### src/rtl/ff_state_pkg.sv
`default_nettype none
// ============================================================================
//  Module      : ff_state_pkg
//  Description : Shared definitions for the emulated flip-flop state bank:
//                host command encodings and the words-per-transfer helper.
//  Revision    : 1.0 - initial release
// ============================================================================
package ff_state_pkg;

  // Host command opcodes carried on cmd_op.
  typedef enum logic [1:0] {
    OP_NOP   = 2'd0,
    OP_READ  = 2'd1,
    OP_WRITE = 2'd2,
    OP_CLEAR = 2'd3
  } cmd_op_e;

  // Number of host words needed to cover n_ff state bits (ceiling division).
  function automatic int calc_words(input int n_ff, input int shift_w);
    return (n_ff + shift_w - 1) / shift_w;
  endfunction

endpackage
`default_nettype wire

### src/rtl/ff_state_rotator.sv
`default_nettype none
// ============================================================================
//  Module      : ff_state_rotator
//  Description : P-bit state register with a word pointer. Supports a
//                circular right-rotation by SHIFT_W (with a word inserted at
//                the top), a full parallel load, and a clear.
//  Ports       :
//    clk        in   clock
//    rst        in   synchronous active-high reset
//    clear      in   zero the state and the word pointer
//    rotate_en  in   rotate right by one word, rotate_in enters at the top
//    rotate_in  in   SHIFT_W word inserted by a rotation
//    load_en    in   parallel load of load_data (lowest priority)
//    load_data  in   P-bit value for a parallel load
//    state      out  current register contents
//    aligned    out  high when the word pointer is 0 (natural bit order)
//  Revision    : 1.0 - initial release
// ============================================================================
module ff_state_rotator #(
  parameter int N_FF    = 64,
  parameter int SHIFT_W = 32,
  parameter int W       = 2,
  parameter int P       = 64
) (
  input  logic               clk,
  input  logic               rst,
  input  logic               clear,
  input  logic               rotate_en,
  input  logic [SHIFT_W-1:0] rotate_in,
  input  logic               load_en,
  input  logic [P-1:0]       load_data,
  output logic [P-1:0]       state,
  output logic               aligned
);

  localparam int WPTR_W = (W > 1) ? $clog2(W) : 1;

  // Ones on the real flip-flop positions, zeros on the padding bits.
  localparam logic [P-1:0] KEEP_MASK = {P{1'b1}} >> (P - N_FF);

  logic [WPTR_W-1:0] wptr;
  logic [WPTR_W-1:0] wptr_inc;
  logic [P-1:0]      rot_raw;
  logic [P-1:0]      rot_word;

  // Word-wide right rotation; with a single word the incoming word is the
  // whole register.
  if (P > SHIFT_W) begin : g_rot_multi
    assign rot_raw = {rotate_in, state[P-1:SHIFT_W]};
  end else begin : g_rot_single
    assign rot_raw = rotate_in;
  end

  always_comb begin
    wptr_inc = wptr + 1'b1;
    if (wptr == WPTR_W'(W - 1)) begin
      wptr_inc = '0;
    end
    rot_word = rot_raw;
    // The rotation that completes a transfer sequence drops whatever landed
    // in the padding, so pad bits never leak into later reads.
    if (wptr_inc == '0) begin
      rot_word = rot_raw & KEEP_MASK;
    end
  end

  always_ff @(posedge clk) begin
    if (rst) begin
      state <= '0;
      wptr  <= '0;
    end else if (clear) begin
      state <= '0;
      wptr  <= '0;
    end else if (rotate_en) begin
      state <= rot_word;
      wptr  <= wptr_inc;
    end else if (load_en) begin
      state <= load_data;
    end
  end

  assign aligned = (wptr == '0);

endmodule
`default_nettype wire

### src/rtl/ff_state_bank.sv
`default_nettype none
// ============================================================================
//  Module      : ff_state_bank
//  Description : Emulated register bank that re-inserts the flip-flops cut
//                out of a netlist. Driven by the combinational core's D nets,
//                it feeds Q/QN back, and offers a host word interface that
//                reads/writes the full state by circular rotation.
//  Ports       :
//    CLK        in   sole clock
//    RST        in   synchronous active-high reset
//    comb_next  in   D inputs from the combinational core
//    ff_rstb    in   per-FF active-low clear
//    ff_q       out  emulated Q
//    ff_qn      out  emulated QN
//    run_en     in   one functional step (emulated clock edge) per cycle
//    cmd_valid  in   host command valid
//    cmd_ready  out  host command ready
//    cmd_op     in   NOP / READ / WRITE / CLEAR
//    cmd_wdata  in   WRITE payload
//    rsp_valid  out  READ response valid
//    rsp_ready  in   READ response ready
//    rsp_rdata  out  READ data
//    aligned    out  state in natural bit order
//  Revision    : 1.0 - initial release
// ============================================================================
module ff_state_bank
  import ff_state_pkg::*;
#(
  parameter int N_FF    = 64,
  parameter int SHIFT_W = 32
) (
  input  logic               CLK,
  input  logic               RST,
  input  logic [N_FF-1:0]    comb_next,
  input  logic [N_FF-1:0]    ff_rstb,
  output logic [N_FF-1:0]    ff_q,
  output logic [N_FF-1:0]    ff_qn,
  input  logic               run_en,
  input  logic               cmd_valid,
  output logic               cmd_ready,
  input  logic [1:0]         cmd_op,
  input  logic [SHIFT_W-1:0] cmd_wdata,
  output logic               rsp_valid,
  input  logic               rsp_ready,
  output logic [SHIFT_W-1:0] rsp_rdata,
  output logic               aligned
);

  localparam int W = calc_words(N_FF, SHIFT_W);
  localparam int P = W * SHIFT_W;

  cmd_op_e            op;
  logic               accept;
  logic               do_read;
  logic               do_write;
  logic               do_clear;
  logic               load_en;
  logic [SHIFT_W-1:0] rotate_in;
  logic [P-1:0]       load_data;
  logic [P-1:0]       state;
  logic               aligned_int;

  assign op        = cmd_op_e'(cmd_op);
  // Host commands and functional steps never share a cycle; a pending READ
  // response also blocks the next command.
  assign cmd_ready = !RST && !run_en && !rsp_valid;
  assign accept    = cmd_valid && cmd_ready;
  assign do_read   = accept && (op == OP_READ);
  assign do_write  = accept && (op == OP_WRITE);
  assign do_clear  = accept && (op == OP_CLEAR);

  // READ recirculates the bottom word; WRITE replaces it with the payload.
  assign rotate_in = do_write ? cmd_wdata : state[SHIFT_W-1:0];

  // Functional step and per-FF clear only act on a naturally ordered state.
  assign load_en = !accept && aligned_int;

  always_comb begin
    load_data = state;
    if (run_en) begin
      load_data[N_FF-1:0] = comb_next & ff_rstb;
    end else begin
      // Emulates the asynchronous clear, taking effect one edge late.
      load_data[N_FF-1:0] = state[N_FF-1:0] & ff_rstb;
    end
  end

  ff_state_rotator #(
    .N_FF    (N_FF),
    .SHIFT_W (SHIFT_W),
    .W       (W),
    .P       (P)
  ) u_rotator (
    .clk       (CLK),
    .rst       (RST),
    .clear     (do_clear),
    .rotate_en (do_read || do_write),
    .rotate_in (rotate_in),
    .load_en   (load_en),
    .load_data (load_data),
    .state     (state),
    .aligned   (aligned_int)
  );

  // Single outstanding READ response, held until the host takes it.
  always_ff @(posedge CLK) begin
    if (RST) begin
      rsp_valid <= 1'b0;
      rsp_rdata <= '0;
    end else if (do_read) begin
      rsp_valid <= 1'b1;
      rsp_rdata <= state[SHIFT_W-1:0];
    end else if (rsp_valid && rsp_ready) begin
      rsp_valid <= 1'b0;
    end
  end

  assign ff_q    = state[N_FF-1:0];
  assign ff_qn   = ~state[N_FF-1:0];
  assign aligned = aligned_int;

endmodule
`default_nettype wire

### config.mk
export PLATFORM = sky130hd
export DESIGN_NAME = ff_state_bank
export DESIGN_NICKNAME = d
export VERILOG_FILES = /design/src/rtl/ff_state_pkg.sv /design/src/rtl/ff_state_rotator.sv /design/src/rtl/ff_state_bank.sv
export SDC_FILE = /design/constraint.sdc
export NUM_CORES = 1
export LEC_CHECK = 0
export ABC_AREA = 1
export BUFFER_PORTS_ARGS = -buffer_cell sky130_fd_sc_hd__buf_2
export CAP_MARGIN = 30
export CORE_AREA = 2 2 128 130
export DETAILED_ROUTE_END_ITERATION = 12
export DIE_AREA = 0 0 130 132
export PLACE_DENSITY = 0.72
export SLEW_MARGIN = 5
export SYNTH_ARGS = -nofsm -noshare
export SYNTH_HDL_FRONTEND = slang
export SYNTH_SLANG_ARGS = --single-unit
### constraint.sdc
create_clock -name CLK -period 1.54 [get_ports CLK]
set_clock_uncertainty 0.2 [all_clocks]
set_input_delay 0.385 -clock CLK [delete_from_list [all_inputs] [get_ports CLK]]
set_output_delay 0.385 -clock CLK [all_outputs]
set_load 0.02 [all_outputs]
# Word-level counts from Yosys, hierarchy flattened

Index checks and enable logic that the tools add are counted.

Register bits after elaboration: 98
Input bits: 167
Output and inout port bits: 163

Add/subtract/negate cells: 1
Eq/ne operators: 3
Muxes and demuxes: 7
Bitwise logic cells: 4
Reductions and logical operators: 16

Operators by type and width:

| kind                | count |
|---|---|
| $mux 64             | 3 |
| $and 64x64->64      | 2 |
| $not 64->64         | 1 |
| $mux 32             | 1 |
| $logic_and 1x1->1   | 8 |
| $eq 2x2->1 const B  | 2 |
| $logic_not 1->1     | 4 |
| $reduce_bool 2->1   | 2 |
| $mux 1              | 3 |
| $eq 2x1->1 const B  | 1 |
| $reduce_or 2->1     | 1 |
| $add 1x1->1 const B | 1 |
| $logic_or 1x1->1    | 1 |
| $not 1->1           | 1 |

# Logic depth before layout (Yosys ltp)

Gate-level depths: netlist (run 1).

Depth after elaboration: 8
Depth in mapped cells: 11
Depth with buffers taken out: 9

# Modules after synthesis

A second synthesis (run 1) with hierarchy kept.

Cells, all modules: 986
Area total of the unflattened synthesis: 5919.4 µm²

By module, submodules not included:

| module           | times used | cells an instance | area each (µm²) |
|---|---|---|---|
| ff_state_rotator | 1          | 489               | 3238.1 |
| ff_state_bank    | 1          | 497               | 2681.3 |

# Worst setup path before layout (run 1)

Ideal clock, no wire load.

Path type: input-to-reg
Start point: input port RST
End point: register u_rotator.state[47]
Setup time: 109 ps
Arrival time: 1394 ps
Required time: 1231 ps
Setup slack: -163 ps
Stages on the path: 11
Buffers on the path: 3
Path through: buf_2 -> inv_2 -> nand3_4 -> o21ai_1 -> inv_1 -> buf_2 -> buf_2 -> nand2_1 -> inv_1 -> nand2_1 -> inv_1

Cells in the longest elaborated chain, start to end: 7
Elaborated cells on any way between the ends: 14

Ends and longest elaborated chain:

| what                                         | line                   | text |
|---|---|---|
| from (decl)                                  | ff_state_bank.sv:33    | `input logic RST,` |
| $logic_not 1->1                              | ff_state_bank.sv:66    | `assign cmd_ready = !RST && !run_en && !rsp_valid;` |
| $logic_and 1x1->1 (2 in a row)               | ff_state_bank.sv:66    |  |
| $logic_and 1x1->1                            | ff_state_bank.sv:67    | `assign accept = cmd_valid && cmd_ready;` |
| $logic_and 1x1->1 (tied with other cells)    | ff_state_bank.sv:69    | `assign do_write = accept && (op == OP_WRITE);` |
| $mux 32 (tied with other cells)              | ff_state_bank.sv:73    | `assign rotate_in = do_write ? cmd_wdata : state[SHIFT_W-1:0];` |
| $mux 64 or $reduce_bool 2->1 (tied branches) | -                      |  |
| to (signal assigned)                         | ff_state_rotator.sv:75 | `state <= rot_word;` |
| to (signal assigned)                         | ff_state_rotator.sv:78 | `state <= load_data;` |
| to (decl)                                    | ff_state_rotator.sv:32 | `output logic [P-1:0] state,` |

Parallel ways exist; a longest one is shown, timed or not.
A chain may end at the register's enable or synchronous reset.

# Worst setup path in the final report (run 1)

Start point: register rsp_valid
End point: register u_rotator.state[41]

Cells in the longest elaborated chain, start to end: 6
Elaborated cells on any way between the ends: 13

Ends and longest elaborated chain:

| what                                         | line                 | text |
|---|---|---|
| from (decl)                                  | ff_state_bank.sv:43  | `output logic rsp_valid,` |
| from (signal assigned)                       | ff_state_bank.sv:108 | `rsp_valid <= 1'b0;` |
| from (signal assigned)                       | ff_state_bank.sv:111 | `rsp_valid <= 1'b1;` |
| from (signal assigned)                       | ff_state_bank.sv:114 | `rsp_valid <= 1'b0;` |
| $logic_not 1->1 *                            | ff_state_bank.sv:66  |  |
| $logic_and 1x1->1 *                          | ff_state_bank.sv:66  |  |
| $logic_and 1x1->1 *                          | ff_state_bank.sv:67  |  |
| $logic_and 1x1->1 (tied with other cells)    | ff_state_bank.sv:69  |  |
| $mux 32 (tied with other cells)              | ff_state_bank.sv:73  |  |
| $mux 64 or $reduce_bool 2->1 (tied branches) | -                    |  |

Mark *: on every way between the ends. The rest lies on a longest branch, timed or not.

==> summary by stage, run 1 <==
Place
In this run, placement finished with an instance count of ~1500. The placement-stage worst setup slack is -0.3219 ns. During placement, the flow inserted port buffers numbering 329.

The HPWL after detailed placement is between 15000 and 20000 um. The weighted congestion reported at the end of routability-driven placement is 0.8837.

STA
The total of endpoints with negative setup slack in the final report is 99. The final critical-path required period is 1.780 ns. Based on the critical path, the design can be clocked at up to 561.8 MHz. Setup repair after global routing could not meet its margin everywhere. Hold timing on the final database bottoms out at a slack of between 0.08 and 0.09 ns. The post-route fraction of the period consumed by the critical path is 1.156. The worst slew slack as a fraction of its limit is 0.6742. The measured slew at the worst slew-check pin is slightly below 0.5 ns. The final-report max-slew violation count was 0. The number of hold violations in the final report is 0. The final critical-path setup slack is -0.2399 ns.

Floorplanning
The full die area is 17160 um2. In this run the horizontal extent of the chip is 130 um. The number of top-level pins is 330. The initial core utilization is 0.3793. The number of core rows is 46. The die is 132 um tall. The floorplan step defined a core boundary enclosing 15710 um2.

Synthesis
Summing every instance area after synthesis gives 5959 um2. The number of different library cells used by synthesis comes to 24. When the netlist entered floorplanning its net count stood at 1179.

In this run the mean area of a mapped cell was 5.889 um2. The largest total area in the synthesized netlist belongs to dfxtp_1. The part of the Yosys area used for sequential elements is 0.3292. The share of synthesized area in the top cell type comes to 0.3292.

The number of standard cells after synthesis is 1012. The number of storage elements in the synthesis netlist is a little under 100. Sorting the synthesized cells by area gives the leading types as dfxtp_1, nor2_1, nand2_1. The total number of yosys warnings is 0.

Cells and area
In the layout the commonest cells are buf_2, nor2_1, nand2_1. The count of cells in the finished layout, fillers not included, comes to 1577. Of the cells placed in the final design, the portion with a size suffix greater than 1 is 0.4396. In the final design database the tool counted roughly 1500 nets.

The most common cell after layout, fill and taps aside is buf_2. Relative to the synthesized area, the layout overhead comes to 56.41%.

Routing
The routed layout has 7755 vias. The sum of met3 wire segment lengths after detailed routing is 1627 um. The remaining design rule violation count is 0. In the detailed route, the total length drawn on met2 is 12310 um.

The final wirelength is 24560 um. In this run the remaining antenna-violating nets after routing total 0. The highest metal layer with signal wires is met4. In the final routed layout, each cell accounts on average for between 15 and 20 um.

Dividing the detail-routed via count by the number of cells gives approximately 5. The sum of routed wire segments on met1 is 9908 um. The count of TritonRoute iterations in the first routing pass is 5. The first routing iteration left between 500 and 600 violations.

Status
The run finished, with violations left. The checks that failed: negative setup slack.

Clock tree
The TritonCTS buffer count is 9. The number of sinks driven by the clock tree is 98. No sink is reached through more buffers than the 2 on the longest clock path. Clock-pin slew was measured on the worst setup and hold paths at 0.06 ns.

At the later pin of the worst-skew pair, clock insertion delay measures 0.35 ns. The cell chosen for the clock root is clkbuf_16. The TritonCTS clock tree is built.

The H-tree was split into 3 levels. The number of hold buffers added after CTS was 0.

Worst setup path
The largest fanout on the critical path is 8. The sort of element at the end of the critical path is a flop. The worst setup path is launched from a flop. The kind of critical path is reg -> reg.

The critical path data required time is 1.59 ns. For flop-to-flop paths, the worst setup slack is -0.24 ns. At the worst endpoint, the arrival time is 1.83 ns.

Run
Max-cap violations in this run came to 0.

GRT
For this run, the total global-route usage over all layers was measured as 0.2631. The initial antenna violation count came to 3. The via count of the first global-routing pass is 7082. The global-route wire length before repair is roughly 36000 um. The largest net degree at the start of global routing is 35.

The residual overflow from global routing is 0.

Pwr
Summed over all cells, the static leakage comes to 0.005139 uW. IR analysis of the VDD net gives a maximum drop of 495.2 uV. The power density relative to cell area is 767.8 nW/um2.

Hold path
The worst hold path belongs to the class in -> reg.
## worst paths after layout
path,start,end,cells after the start
worst max-delay path,rsp_valid$_SDFFE_PP0P_,u_rotator.state[41]$_SDFFE_PP0P_,11
worst max register to register,rsp_valid$_SDFFE_PP0P_,u_rotator.state[41]$_SDFFE_PP0P_,11
worst min register to register,u_rotator.wptr$_SDFFE_PP0P_,u_rotator.wptr$_SDFFE_PP0P_,1
worst min-delay path,rsp_ready,rsp_valid$_SDFFE_PP0P_,4
## through the flow
step                setup TNS (ns)  power (uW)  instance area, um2    util
floorplan                   -10.39        4052                6055       -
global placement            -22.10        4838                8158  0.5192
detailed placement          -24.64        4863                8158  0.5192
CTS                         -14.64        6970                8705  0.5540
global route                -21.99        7497                9321  0.5932
finish                      -13.53        7157                9321  0.5932
## worst max-delay path, stage by stage, from the launching register on
cell and delay [ns]:
dfxtp_4 0.37, nor2_8 0.10, nand2_4 0.06, buf_6 0.12, nor2_8 0.14, o21ai_4 0.11, buf_8 0.16, clkbuf_16 0.17
nand2_4 0.06, nand3_2 0.07, nand2_1 0.07, inv_1 0.04
## sequential cells by signal, summed over array words and instances, names as in the netlist
name,flops
rsp_valid,1
rsp_rdata,32
u_rotator.wptr,1
u_rotator.state,64
## layout make-up
class	instances	area (um2)
fill	1527	6391
multi-input combinational	670	3362
timing repair buffer	396	2691
sequential	98	2057
inverter	181	691.9
tap	216	270.3
clock buffer	12	236.5
antenna	3	7.507
clock inverter	1	5.005
## cells in the mapped netlist
master    instances
o21ai_0          55
buf_1             1
a21oi_1          36
nand2_1         184
nand2_2           4
o21ai_1          19
o211ai_1         19
nor3_1           62
buf_4             6
nor2_1          201
clkbuf_1         23
o21ai_2           1
clkbuf_2          1
buf_2            26
buf_6             6
nor2_2            1
nand3b_1          1
inv_2             3
nor2_8            2
nand3_1          83
dfxtp_1          98
inv_1           178
nand3_4           1
nand2_4           1
## metal layers
metal	vias to the layer above	GRT usage
li1	3827	-
met5	-	0
met1	3512	0.3147
met2	359	0.4686
met4	0	0.1075
met3	57	0.03490
## report_power, final
part,switching (uW),internal [uW]
clock network,954,1070
registers,148,2700
logic,1370,917
total,2470,4690
## kinds of logic (layout without fill, tap and decap cells)
| family | Yosys count | after routing | share of synthesized area |
|---|---|---|---|
| other | 0 | 3 | 0 |
| buffers and inverters | 244 | 590 | 0.1707 |
| AO/OA/AOI/OAI | 130 | 130 | 0.1178 |
| AND/OR/NAND/NOR | 540 | 540 | 0.3823 |
| flip-flops | 98 | 98 | 0.3292 |
## what timing repair did
| item | in CTS | in global routing |
|---|---|---|
| cloned | 1 | 6 |
| resized for setup | 120 | 168 |
| endpoints found under the setup margin | 139 | 150 |
| pin swaps | 2 | 17 |
| buffers inserted | 2 | 5 |
Note: power is estimated with default switching activity, not from simulation.
==> run 2: changes to the inputs <==
Settings changed: SETUP_SLACK_MARGIN from default to 0.1.
==> summary by stage, run 2 (synthesized netlist as in run 1, its figures left out) <==
Pwr
The largest voltage drop on the vdd net is 507.7 uV (+2.5%). The net switching component of the power is 2619 uW (+6.1%). The share of power burned in registers came to 0.369 (-0.029).

The part of the power in the clock network is 0.295 (+0.012). The leakage component of the power is 0.005510 uW (+7.2%). The overall power of the completed layout is 7841 uW (+9.6%).

The internal power is 5222 uW (+11%). The switching share of power was 0.3340 (-0.01087). The power density relative to cell area is 761.8 nW/um2 (-0.78%).

The part of the total power dissipated in combinational logic was 0.336 (+0.017).

Place
The weighted congestion reported at the end of routability-driven placement is 0.8978 (+1.6%). The number of cells after detailed placement was 1549 (+0.13%). The count of buffers from port buffering is 329 (unchanged).

The half-perimeter wire length of the detailed placement result is 17380 um (+2.6%).

GRT
The residual overflow from global routing is 0 (unchanged). The largest net degree at the start of global routing is 51 (+46%). The via count of the first global-routing pass is 7011 (-1.0%).

The global-route wire length before repair was 35860 um (+0.31%). The total track usage is 0.2666 (+0.003504). The initial antenna violation count is 4 (+1).

STA
The final-report max-slew violation count came to 0 (unchanged). The worst slew slack as a fraction of its limit is 0.6726 (-0.001598). The highest attainable clock frequency is 551.9 MHz (-1.8%).

The measured slew at the worst slew-check pin is 0.4912 ns (+0.002396 ns). The final critical-path required period is 1.812 ns (+0.03192 ns). Setup repair after global routing could not meet its margin everywhere. The post-route fraction of the period consumed by the critical path was 1.176 (+0.02072). The final critical-path setup slack is -0.2718 ns (-0.03192 ns). The total of endpoints with negative setup slack in the final report is 99 (unchanged).

The number of hold violations in the final report is 0 (unchanged).

Floorplanning
The number of core rows was 46 (unchanged). The full die area is 17160 um2 (unchanged). The height of the die is 132 um (unchanged). The x dimension of the die is 130 um (unchanged).

The core region area is 15710 um2 (unchanged). The initial core utilization is 0.3793 (unchanged). The number of top-level pins came to 330 (unchanged).

Cells and area
The share of cells above drive strength 1 is 0.4663 (+0.02672). In the layout the commonest cells are nor2_1, buf_2, nand2_1. The final-layout fill cell count is 1379 (-9.7%). The number of flip-flops in the largest register is 64 (unchanged). The largest registers in the layout are u_rotator.state (64), rsp_rdata (32). The most common cell after layout, fill and taps aside is nor2_1.

The area overhead of the layout relative to synthesis is 72.71%. The area of the multi-input gates is 3262 um2 (-3.0%). The final standard cell count with taps included and fillers excluded is 1628 (+3.2%).

The register containing the most flip-flops in the final layout is u_rotator.state. The net total in the final layout is 1573 (+3.3%). The footprint of the flip-flops and latches is 2151 um2 (+4.6%).

Routing
The routed wire length per instance is 15.74 um (+1.1%). The via density per instance was 4.941 (+0.48%). The residual antenna-violating net count after detailed routing came to 0 (unchanged). The remaining design rule violation count came to 0 (unchanged). The final wirelength was 25620 um (+4.3%).

The count of TritonRoute iterations in the first routing pass came to 6 (+1). The number of vias after detailed routing is 8044 (+3.7%). The violation count after the first detailed-route iteration was 609 (+6.8%).

Run
The max capacitance violation total was 0 (unchanged).

Worst setup path
The largest fanout on the critical path is 29 (+21). The worst setup path is launched from a flop. The critical path data required time came to 1.59 ns (about the same). The kind of critical path is reg -> reg. The data arrival at the endpoint of the critical path came to 1.86 ns (+0.03 ns). The worst setup path is captured at a flop.

Clock tree
The clock latency of the later-clocked register in the worst-skew pair came to 0.34 ns (about the same). The number of levels the H-tree was split into is 3 (unchanged). The root buffer cell chosen for the clock tree is clkbuf_16. The TritonCTS clock tree is built. The register clock-pin slew on the reported worst setup and hold paths is 0.07 ns (about the same). The number of sinks driven by the clock tree is 98 (unchanged). The number of buffers inserted for hold repair after clock tree synthesis is 0 (unchanged). The buffer depth of the longest clock path is 2 (unchanged). The TritonCTS buffer count is 9 (unchanged).

Status
The checks that failed: negative setup slack. The run finished, with violations left.

Hold path
The path category of the worst min-delay check is in -> reg.
[run 2: cell types whose count changed in the layout (fill, tap and decap cells not counted), moves of 11 or more]
cell,previous run,this run
nand2_1,168,180
dfxtp_1,36,23
buf_6,23,127
dfxtp_2,55,37
buf_2,269,192
inv_1,136,111
nand2_2,13,2
buf_4,81,110
inv_4,5,26
dfxtp_4,7,38
[run 2: through the flow]
| stage | util | worst slack (ns) | instance area (um2) | TNS [ns] | hold slack [ns] |
|---|---|---|---|---|---|
| final | 0.6550 | -0.2718 | 10290 | -16.30 | 0.1029 |
| after CTS | 0.5623 | -0.2218 | 8835 | -16.10 | 0.08687 |
| after global placement | 0.5179 | -0.3324 | 8138 | -25.71 | 0.2395 |
| after global routing | 0.6549 | -0.3211 | 10290 | -23.72 | 0.1115 |
| after floorplan | - | -0.1334 | 6070 | -10.18 | 0.2281 |
| after detailed placement | 0.5179 | -0.3639 | 8138 | -28.82 | 0.2437 |
[run 2: cell type report]
cell class,count,share of cell area
inverters,181,0.07330
flip-flops and latches,98,0.2090
clock buffers,12,0.02395
multi-input cells,670,0.3169
diodes,1,0.0002431
well taps,216,0.02626
clock inverters,4,0.004984
repair buffers,446,0.3454
[run 2: worst paths after layout]
check | cells past startpoint | endpoint | start | slack, ns
worst max register to register | 10 | u_rotator.state[51]$_SDFFE_PP0P_ | rsp_valid$_SDFFE_PP0P_ | -0.27
worst min-delay path | 4 | rsp_valid$_SDFFE_PP0P_ | rsp_ready | 0.10
worst min register to register | 1 | u_rotator.wptr$_SDFFE_PP0P_ | u_rotator.wptr$_SDFFE_PP0P_ | 0.26
worst max-delay path | 10 | u_rotator.state[51]$_SDFFE_PP0P_ | rsp_valid$_SDFFE_PP0P_ | -0.27
[run 2: critical path: stages, from the launching register on]
cell,delay (ns)
dfxtp_4,0.37
nor2_8,0.12
nand2_4,0.06
buf_4,0.15
nor2_8,0.14
o21ai_4,0.11
nand2_4,0.11
buf_12,0.19
nand3_1,0.11
nand2_1,0.09
inv_1,0.04
[run 2: timing repair]
| item | 4_1_cts | 5_1_grt |
|---|---|---|
| gates cloned | 1 | 1 |
| pin swaps | 2 | 1 |
| resized for setup | 124 | 413 |
| setup buffers | 6 | 54 |
| setup endpoints to repair | 251 | 261 |
[run 2: metal layers]
layer  track usage  routed length, um  up-vias
met5             0                 27        -
met4       0.09618                832        4
met3       0.04586               1855       73
met2        0.4482              12540      402
met1        0.3407              10370     3638
li1              -                  -     3927
[run 2: power groups by stage]
stage | sequential (uW) | combinational (uW) | clock (uW)
after floorplan | 3010 | 1050 | 0
after global placement | 2870 | 1970 | 0
after detailed placement | 2870 | 1990 | 0
after CTS | 2820 | 2110 | 2350
after global routing | 2910 | 2840 | 2450
final | 2890 | 2640 | 2310
